==> src/rtl/div_8by4.sv <==
// 8-bit by 4-bit unsigned restoring divider. Each accepted request takes eight CALC cycles.
// A zero divisor skips CALC and reports a saturated quotient.
module div_8by4 (
   input  logic       clk,
   input  logic       rst_n,
   input  logic       i_valid,
   input  logic [7:0] dividend,
   input  logic [3:0] divisor,
   output logic       i_ready,
   output logic [7:0] quotient,
   output logic [3:0] remainder,
   output logic       div_by_zero,
   output logic       o_valid
);

   typedef enum logic [1:0] {StIdle, StCalc, StDone} state_e;

   state_e     state_q, state_d;
   logic [7:0] dvd_q, dvd_d;
   logic [3:0] dvs_q, dvs_d;
   logic [4:0] part_q, part_d;
   logic [7:0] qsr_q, qsr_d;
   logic [2:0] cnt_q, cnt_d;
   logic [7:0] quot_q, quot_d;
   logic [3:0] rem_q, rem_d;
   logic       dbz_q, dbz_d;

   logic       accept;
   logic [4:0] trial;
   logic [4:0] diff;
   logic       ge;

   assign accept = (state_q == StIdle) && i_valid;

   // The dividend register shifts left, so bit 7 always holds the next bit to bring down.
   assign trial = {part_q[3:0], dvd_q[7]};
   assign ge    = trial >= {1'b0, dvs_q};
   assign diff  = trial - {1'b0, dvs_q};

   always_ff @(posedge clk or negedge rst_n) begin
      if (!rst_n) begin
         state_q <= StIdle;
      end else begin
         state_q <= state_d;
      end
   end

   always_comb begin
      state_d = state_q;
      unique case (state_q)
         StIdle: begin
            if (accept) begin
               state_d = (divisor == 4'd0) ? StDone : StCalc;
            end
         end
         StCalc: begin
            if (cnt_q == 3'd7) begin
               state_d = StDone;
            end
         end
         StDone:  state_d = StIdle;
         default: state_d = StIdle;
      endcase
   end

   always_comb begin
      dvd_d  = dvd_q;
      dvs_d  = dvs_q;
      part_d = part_q;
      qsr_d  = qsr_q;
      cnt_d  = cnt_q;
      quot_d = quot_q;
      rem_d  = rem_q;
      dbz_d  = dbz_q;
      if (accept) begin
         dvd_d  = dividend;
         dvs_d  = divisor;
         part_d = 5'd0;
         qsr_d  = 8'd0;
         cnt_d  = 3'd0;
         if (divisor == 4'd0) begin
            quot_d = 8'hFF;
            rem_d  = dividend[3:0];
            dbz_d  = 1'b1;
         end
      end else if (state_q == StCalc) begin
         dvd_d  = {dvd_q[6:0], 1'b0};
         part_d = ge ? diff : trial;
         qsr_d  = {qsr_q[6:0], ge};
         cnt_d  = cnt_q + 3'd1;
         if (cnt_q == 3'd7) begin
            quot_d = {qsr_q[6:0], ge};
            rem_d  = ge ? diff[3:0] : trial[3:0];
            dbz_d  = 1'b0;
         end
      end
   end

   always_ff @(posedge clk or negedge rst_n) begin
      if (!rst_n) begin
         dvd_q  <= 8'd0;
         dvs_q  <= 4'd0;
         part_q <= 5'd0;
         qsr_q  <= 8'd0;
         cnt_q  <= 3'd0;
         quot_q <= 8'd0;
         rem_q  <= 4'd0;
         dbz_q  <= 1'b0;
      end else begin
         dvd_q  <= dvd_d;
         dvs_q  <= dvs_d;
         part_q <= part_d;
         qsr_q  <= qsr_d;
         cnt_q  <= cnt_d;
         quot_q <= quot_d;
         rem_q  <= rem_d;
         dbz_q  <= dbz_d;
      end
   end

   always_comb begin
      i_ready     = (state_q == StIdle);
      o_valid     = (state_q == StDone);
      quotient    = quot_q;
      remainder   = rem_q;
      div_by_zero = dbz_q;
   end

endmodule

==> config.mk <==
export PLATFORM = sky130hd
export DESIGN_NAME = div_8by4
export DESIGN_NICKNAME = d
export VERILOG_FILES = /design/src/rtl/div_8by4.sv
export SDC_FILE = /design/constraint.sdc
export NUM_CORES = 1
export LEC_CHECK = 0
export ABC_CLOCK_PERIOD_IN_PS = 1630
export CAP_MARGIN = 10
export CORE_MARGIN = 4
export CORE_UTILIZATION = 48
export DETAILED_ROUTE_END_ITERATION = 16
export GPL_TIMING_DRIVEN = 1
export MAX_ROUTING_LAYER = met4
export PLACE_DENSITY = 0.74
export RECOVER_POWER = 25
export SYNTH_ARGS = -nofsm -noshare
export SYNTH_HDL_FRONTEND = slang
export SYNTH_SLANG_ARGS = --single-unit
==> constraint.sdc <==
create_clock -name clk -period 1.63 [get_ports clk]
set_input_delay 0.326 -clock clk [delete_from_list [all_inputs] [get_ports clk]]
set_output_delay 0.326 -clock clk [all_outputs]
set_load 0.01 [all_outputs]
Word level (Yosys, flattened, before mapping)
Cells that the tools add are included.
{"block": "totals", "regBits": 41, "latchBits": 0, "ramBits": 0, "romBits": 0, "wordCells": 51, "memories": 0}
{"block": "classes", "add_sub_neg": 2, "mul": 0, "div": 0, "n_lt_le_gt_ge": 1, "eq_ne": 6, "shifts": 0, "muxes": 26, "bitwise": 0, "n_reduce_logical": 7}
{"cell": "2-to-1 mux 8 bit", "n": 6}
{"cell": "2-to-1 mux 4 bit", "n": 8}
{"cell": "2-to-1 mux 7 bit", "n": 2}
{"cell": "2-to-1 mux 2 bit", "n": 3}
{"cell": "2-to-1 mux 3 bit", "n": 2}
{"cell": "greater-or-equal comparator 5 x 4 -> 1 bit", "n": 1}
{"cell": "logical NOT 4 bit", "n": 1}
{"cell": "2-to-1 mux 1 bit", "n": 4}
{"cell": "inequality test 2 x 1 -> 1 bit (second input constant)", "n": 2}
{"cell": "case mux 2 bit (2 select lines)", "n": 1}
{"cell": "nonzero test 2 bit", "n": 2}
{"cell": "subtractor 4 bit", "n": 1}
{"cell": "adder 3 x 1 -> 3 bit (second input constant)", "n": 1}
{"cell": "== test 3 bit (second input constant)", "n": 1}
{"cell": "AND reduction 3 bit", "n": 1}
{"cell": "== test 2 x 1 -> 1 bit (second input constant)", "n": 1}
{"cell": "== test 2 bit (second input constant)", "n": 1}
{"cell": "logical NOT 2 bit", "n": 1}
{"cell": "inequality test 2 bit (second input constant)", "n": 1}
{"cell": "AND reduction 2 bit", "n": 1}
{"cell": "logical AND 1 bit", "n": 1}

Depth between registers and ports, before layout
Gate-level depths: netlist of the first run.
{"block": "logic_depth", "ltp_word": 5, "depth_mapped": 8, "mapped_depth_nobuf": 8}

Worst setup path before layout of the first run
Ideal clock, no wire load.
{"block": "synth_path", "path_type": "reg-to-reg", "startpoint": "reg dvd_q[7]", "endpoint": "reg rem_q[1] (netlist: remainder[1])", "setup_time_ns": 0.082, "arrival_ns": 1.684, "required_ns": 1.548, "slack_ns": -0.136, "path_stages_with_launch": 8, "n_path_buf": 0, "cell_sequence": "dfrtp_1 -> inv_1 -> ha_1 -> nand2b_1 -> a21oi_2 -> o2bb2ai_4 -> mux2_2 -> a31oi_1"}
{"block": "synth_between", "elab_chain_len": 5}
{"item": "start: declaration", "line_no": "19", "rtl": "logic [7:0] dvd_q, dvd_d;"}
{"item": "start signal: assignment", "line_no": "110", "rtl": "dvd_q <= dvd_d;"}
{"item": "subtractor 4 bit or greater-or-equal comparator 5 x 4 -> 1 bit (tied branches)", "line_no": "38, 37"}
{"item": "2-to-1 mux 4 bit (*)", "line_no": "93", "rtl": "rem_d = ge ? diff[3:0] : trial[3:0];"}
{"item": "2-to-1 mux 4 bit (*)", "line_no": "91", "rtl": "if (cnt_q == 3'd7) begin"}
{"item": "2-to-1 mux 4 bit (*)", "line_no": "86", "rtl": "end else if (state_q == StCalc) begin"}
{"item": "2-to-1 mux 4 bit (*)", "line_no": "75", "rtl": "if (accept) begin"}
{"item": "end signal: assignment", "line_no": "116", "rtl": "rem_q <= rem_d;"}
{"item": "end: declaration", "line_no": "25", "rtl": "logic [3:0] rem_q, rem_d;"}
Mark *: on every way between the ends. The rest lies on a longest branch, timed or not. The select of a mux whose other input is x is not followed.
A chain may end at the register's enable or synchronous reset.

Worst setup path in the final report of the first run
{"block": "layout_path", "startpoint": "reg dvs_q[0]", "endpoint": "reg rem_q[2] (netlist: remainder[2])"}
{"block": "layout_between", "elab_chain_len": 5}
{"item": "start: declaration", "line_no": "20", "rtl": "logic [3:0] dvs_q, dvs_d;"}
{"item": "start signal: assignment", "line_no": "111", "rtl": "dvs_q <= dvs_d;"}
{"item": "subtractor 4 bit or greater-or-equal comparator 5 x 4 -> 1 bit (tied branches)", "line_no": "38, 37"}
{"item": "2-to-1 mux 4 bit (*)", "line_no": "93"}
{"item": "2-to-1 mux 4 bit (*)", "line_no": "91"}
{"item": "2-to-1 mux 4 bit (*)", "line_no": "86"}
{"item": "2-to-1 mux 4 bit (*)", "line_no": "75"}
Marked as above.

==> results of run 1 <==
## state kept, by name, summed over array words and instances, names as in the netlist
name,count
cnt_q,3
div_by_zero,1
dvd_q,8
dvs_q,4
part_q,4
qsr_q,7
quotient,8
remainder,4
state_q,2
## report_power, final
group          switching [mW]  internal (mW)  total [mW]
clock network           0.350          0.608       0.958
registers               0.308           1.51        1.82
logic                    1.69           1.78        3.47
total                    2.35           3.90        6.25
## cell usage in the layout (no fill, tap or decap), drive strengths merged, types with 3 or more instances in the layout
| cell | n |
|---|---|
| a21oi | 3 |
| a22oi | 3 |
| a31oi | 5 |
| buf | 29 |
| clkbuf | 6 |
| clkdlybuf4s50 | 26 |
| dfrtp | 41 |
| ha | 6 |
| inv | 7 |
| mux2i | 4 |
| nand2 | 51 |
| nand3 | 17 |
| nor2 | 9 |
| o21ai | 12 |
| o22a | 4 |
## synthesized netlist by cell type (2+ instances only)
library cell	count	area share, %
a21oi_1	2	0.52
a22oi_1	3	1.2
a31oi_1	5	1.6
buf_2	4	1.0
dfrtp_1	41	53
ha_1	6	3.9
inv_1	7	1.4
mux2_2	2	1.2
mux2i_1	4	2.1
nand2_1	47	9.1
nand2_2	3	0.97
nand3_1	17	4.4
nor2_1	7	1.4
nor3_1	2	0.52
o21a_1	2	0.78
o21ai_0	10	2.6
o21ai_1	2	0.52
o22a_1	4	1.8
## logic make-up (layout without fill, tap and decap cells)
group                    Yosys count  after routing  share of synthesized area, %
AO/OA/AOI/OAI                     35             35                          13.2
XOR/XNOR                           1              1                         0.454
adder cells (fa/ha/maj)            7              7                          4.93
buffers and inverters             14             73                          3.56
flip-flops                        41             41                          53.1
multiplexers                       6              6                          3.24
AND/OR/NAND/NOR                   86             86                          21.5
## worst paths after layout
check / startpoint / to / slack, ps / cells past startpoint
worst max-delay path: dvs_q[0] / remainder[2] / -150 / 6
worst min-delay path: rst_n / dvd_q[1] / 260 / 2
worst max register to register: dvs_q[0] / remainder[2] / -150 / 6
worst min register to register: dvd_q[6] / dvd_q[6] / 490 / 2
max in group asynchronous: rst_n / state_q[0] / 700 / 2
min in group clk: dvd_q[6] / dvd_q[6] / 490 / 2
## worst reg2reg max path: cells and delay by family (launching register included)
family	cells	cell delay, ps
adder cells (fa/ha/maj)	1	260
AND/OR/NAND/NOR	1	150
flip-flops	1	420
multiplexers	1	350
AO/OA/AOI/OAI	3	530
## per-stage QoR
step                      cells  cell area (sq um)
after detailed placement    284               2460
final                       297               2660
after floorplan             190               1980
after global routing        297               2660
after CTS                   297               2640
after global placement      284               2460
## layer usage
| layer | vias to the layer above | GRT usage [%] | share of wire [%] |
|---|---|---|---|
| met4 | 0 | 9.19 | 2.0 |
| met5 | - | - | 0 |
| met2 | 42 | 32.4 | 52 |
| li1 | 770 | - | - |
| met1 | 772 | 26.0 | 42 |
| met3 | 8 | 3.51 | 4.6 |
## layout make-up
type                       count  area share (%)
tap                           48            2.26
timing repair buffer          58            18.9
clock buffer                   5            2.59
inverter                       7           0.988
multi-input combinational    135            34.2
clock inverter                 3            2.45
sequential                    41            38.6
## what timing repair did
| action | CTS | global route |
|---|---|---|
| setup endpoints to repair | 10 | 11 |
| resized for setup | 8 | 6 |
| buffers inserted | 5 | 0 |
| pin swaps | 4 | 3 |
| hold endpoints to repair | 0 | 0 |
==> impl_results.md, run 1 <==
* Status: finished, violations left
* Failing checks: setup timing
* Cts hold-fix bufs at 0
* DP Worst Slack at -259 ps
* Area delta synth->final at 37.7%
* Row cnt at 22
* Core Area at 0.00377 sq mm
* Final Hold Fails at 0
* Synth unique cells at 40
* Final min period at 1780 ps
* Worst Tran Pin Value at 979 ps
* Max_cap viols at 0
* Slowest cell on the critical path: dfrtp_1
* DRT iter0 DRCs at 91
* Power density over cell area at 2350 mW/mm^2
* Vias in the first global route at 1640
* CTS Buffer Depth at 2
* Post-route ant nets at 0
* Unrepaired setup endpoints after global routing: true
* Crit path capture type: flip-flop
* Pwr Total at 6.25 mW
* Routed WL at 4610 um
* P_leak at 1.26 nW
* Worst Clk Skew at 6.46 ps
* Final period utilization at 109%
* Share of cells above drive strength 1 at 25.7%
* Die W at 71.4 um
* Area of the multi-input gates at 908 sq um
* Port bufs at 29
* Root Driver: clkbuf_8
* Crit path cell chain: ha_4 > nand2b_4 > a21oi_4 > o2bb2ai_4 > mux2_4 > a31oi_1
* Final WS setup at -149 ps
* Synth Warn # at 0
* Crit-path max FO at 6
* CP Data Arrival Time at 1990 ps
* Post-synthesis net count at 212
* Post-synthesis sequential area ratio at 53.1%
* Fmax at 562 MHz
* CTS Sinks at 41
* Register Area at 0.00103 sq mm
* Rel. slew slack at 34.7%
* Final hold slack at 261 ps
* H-tree depth at 2
* Fin util at 70.5%
* Clock Latency Late Sink at 300 ps
* Ys flop type: dfrtp_1
* Top Ports at 30
* TNS Setup at -556 ps
* CTS tree: yes
* Crit start category: flip-flop
* Num CTS Buffers at 5
* Clock-pin slew on the worst setup and hold paths at 70 ps
* DR WL/cell at 15.5 um
* Wire length of the first global-routing pass at 7940 um
* CP max stage delay at 420 ps
* Worst vdd ir at 1.35 mV
* DR pass1 iterations at 4
* Total congestion overflow at 0
* Mean Syn Cell Area at 10.2 sq um
* Die Ht at 71.4 um
* Final #Nets at 270
* Crit path kind: flip-flop to flip-flop
* Number of synthesized flops with an enable pin at 0
* Fillers at 266
* GPL Wtd Cong at 0.847
* Post-synth ARST share at 100%
* CP top delay family: compound AO/OA/AOI/OAI gates
* Initial core utilization at 51.2%
* Max-slew violations at 0
* Hold crit path type: primary input to async pin
* Final setup violation count at 8
* DP HPWL at 3280 um
* # DRC at 0
* Critical path data required time at 1840 ps
* Total number of vias at 1592
* Via density per instance at 5.36
* # diodes at 0
* Synthesized flop and latch total at 41
* Die Area at 0.00510 sq mm
* GRT Total Usage at 20.6%
* Largest net degree at the start of global routing at 42
* Mapped Cells at 190
* Synthesized area at 0.00193 sq mm
* Antenna violations before repair at 0
* CP bufs+invs at 0
Note: power is estimated with default switching activity, not from simulation.
==> inputs of run 2 (changes only) <==
Settings changed: SKIP_CTS_REPAIR_TIMING set to 1.
==> impl_results.md, run 2 (same netlist as run 1, synthesis figures left out) <==
* Worst Tran Pin Value at 980 ps (+0.224 ps)
* Via density per instance at 5.33 (-0.57%)
* Commonest non-fill, non-tap cell in the layout: nand2_1
* Final hold slack at 260 ps (-0.638 ps)
* Fin util at 70.1% (-0.43 points)
* Critical path depth at 6 (unchanged)
* Crit path kind: flip-flop to flip-flop
* Routed WL at 4540 um (-1.5%)
* Critical path data required time at 1840 ps (about the same)
* Final Hold Fails at 0 (unchanged)
* Slowest cell on the critical path: dfrtp_1
* Worst R2R Path Depth at 6 (unchanged)
* Failing checks: setup timing
* DR pass1 iterations at 4 (unchanged)
* Crit-path max FO at 6 (unchanged)
* Max-slew violations at 0 (unchanged)
* Reg2reg end: remainder[2]
* Worst vdd ir at 1.35 mV (-0.45%)
* Core Area at 0.00377 sq mm (unchanged)
* Hold crit path type: primary input to async pin
* DRT iter0 DRCs at 110 (+21%)
* Antenna violations before repair at 0 (unchanged)
* Fmax at 563 MHz (+0.20%)
* CTS tree: yes
* Worst Clk Skew at 5.47 ps (-0.987 ps)
* Initial core utilization at 51.2% (unchanged)
* Root Driver: clkbuf_8
* Clock-pin slew on the worst setup and hold paths at 70 ps (about the same)
* Die W at 71.4 um (unchanged)
* GPL Wtd Cong at 0.847 (unchanged)
* Die Area at 0.00510 sq mm (unchanged)
* Share of cells above drive strength 1 at 25.2% (-0.50 points)
* # diodes at 0 (unchanged)
* Crit path to: remainder[2]
* Max_cap viols at 0 (unchanged)
* Crit path cell chain: ha_4 > nand2b_4 > a21oi_4 > o2bb2ai_4 > mux2_4 > a31oi_1
* Post-route ant nets at 0 (unchanged)
* Largest net degree at the start of global routing at 42 (unchanged)
* Row cnt at 22 (unchanged)
* CP max stage delay at 420 ps (about the same)
* GRT Total Usage at 20.2% (-0.43 points)
* Final period utilization at 109% (-0.22 points)
* Unrepaired setup endpoints after global routing: true
* Total congestion overflow at 0 (unchanged)
* Crit Reg-Reg Startpoint: dvs_q[0]
* CTS Sinks at 41 (unchanged)
* Status: finished, violations left
* Wire length of the first global-routing pass at 7740 um (-2.4%)
* Rel. slew slack at 34.7% (about the same)
* # DRC at 0 (unchanged)
* Final min period at 1780 ps (-3.52 ps)
* Port bufs at 29 (unchanged)
* R2r setup slk at -150 ps (about the same)
* CTS Buffer Depth at 2 (unchanged)
* Power density over cell area at 2320 mW/mm^2 (-1.3%)
* Final setup violation count at 8 (unchanged)
* Num CTS Buffers at 5 (unchanged)
* Pwr Total at 6.13 mW (-1.9%)
* TNS Setup at -574 ps (-18.2 ps)
* Top Ports at 30 (unchanged)
* Vias in the first global route at 1586 (-3.3%)
* CP Data Arrival Time at 1990 ps (about the same)
* Crit path capture type: flip-flop
* Total number of vias at 1567 (-1.6%)
* CP top delay family: compound AO/OA/AOI/OAI gates
* Final WS setup at -146 ps (+3.52 ps)
* DP HPWL at 3280 um (unchanged)
* H-tree depth at 2 (unchanged)
* Clock Latency Late Sink at 300 ps (about the same)
* CP bufs+invs at 0 (unchanged)
* DP Worst Slack at -259 ps (unchanged)
* Commonest cells after routing, fill and taps aside: 47 x nand2_1, 39 x dfrtp_1, 26 x clkdlybuf4s50_1
* Final #Nets at 267 (-1.1%)
* CP Launch Point: dvs_q[0]
* Die Ht at 71.4 um (unchanged)
* Crit start category: flip-flop
* DR WL/cell at 15.4 um (-0.45%)
* Area delta synth->final at 36.9%
* P_leak at 1.26 nW (+0.47%)
## run 2: cell count changes in the layout (fill, tap and decap cells not counted), sizes merged
cell           delta
clkdlybuf4s15     -1
dlymetal6s2s      +2
dlygate4sd2       -1
buf               -3
## run 2: worst min-delay path by stage
stage / start / end / slack [ps]
after global routing: rst_n / remainder[0] / 350
after detailed placement: rst_n / dvd_q[3] / 410
final: rst_n / dvd_q[1] / 260
after CTS: rst_n / remainder[0] / 90
after global placement: rst_n / dvd_q[3] / 410
after floorplan: rst_n / cnt_q[0] / 30
## run 2: worst register-to-register path, stage by stage, from the launching register on
cell and delay, ps:
dfrtp_1 420, ha_4 250, nand2b_4 150, a21oi_4 160, o2bb2ai_4 200, mux2_4 350, a31oi_1 170
## run 2: final cells by class
| cell class | instances | area [sq um] |
|---|---|---|
| Clock buffer | 5 | 68.8 |
| Clock inverter | 3 | 65.1 |
| Fill cell | 269 | 1130 |
| Inverter | 7 | 26.3 |
| Multi-Input combinational cell | 135 | 907 |
| Sequential cell | 41 | 1030 |
| Tap cell | 48 | 60.1 |
| Timing Repair Buffer | 55 | 487 |
## run 2: power by group
group	internal (mW)	switching [mW]	total [mW]	leakage [nW]
combinational	1.70	1.66	3.36	0.695
sequential	1.51	0.294	1.80	0.500
clock	0.608	0.350	0.958	0.0681
## run 2: metal layers
metal	vias up	GRT usage, %	routed length (um)
met5	-	-	0
met4	0	8.56	91
met3	8	3.37	187
met2	43	31.6	2320
met1	750	25.9	1940
li1	766	-	-
## run 2: stage by stage
step                      area, sq um  std cells
after floorplan                  1980        190
after global placement           2460        284
after detailed placement         2460        284
after CTS                        2600        292
after global routing             2640        294
final                            2640        294
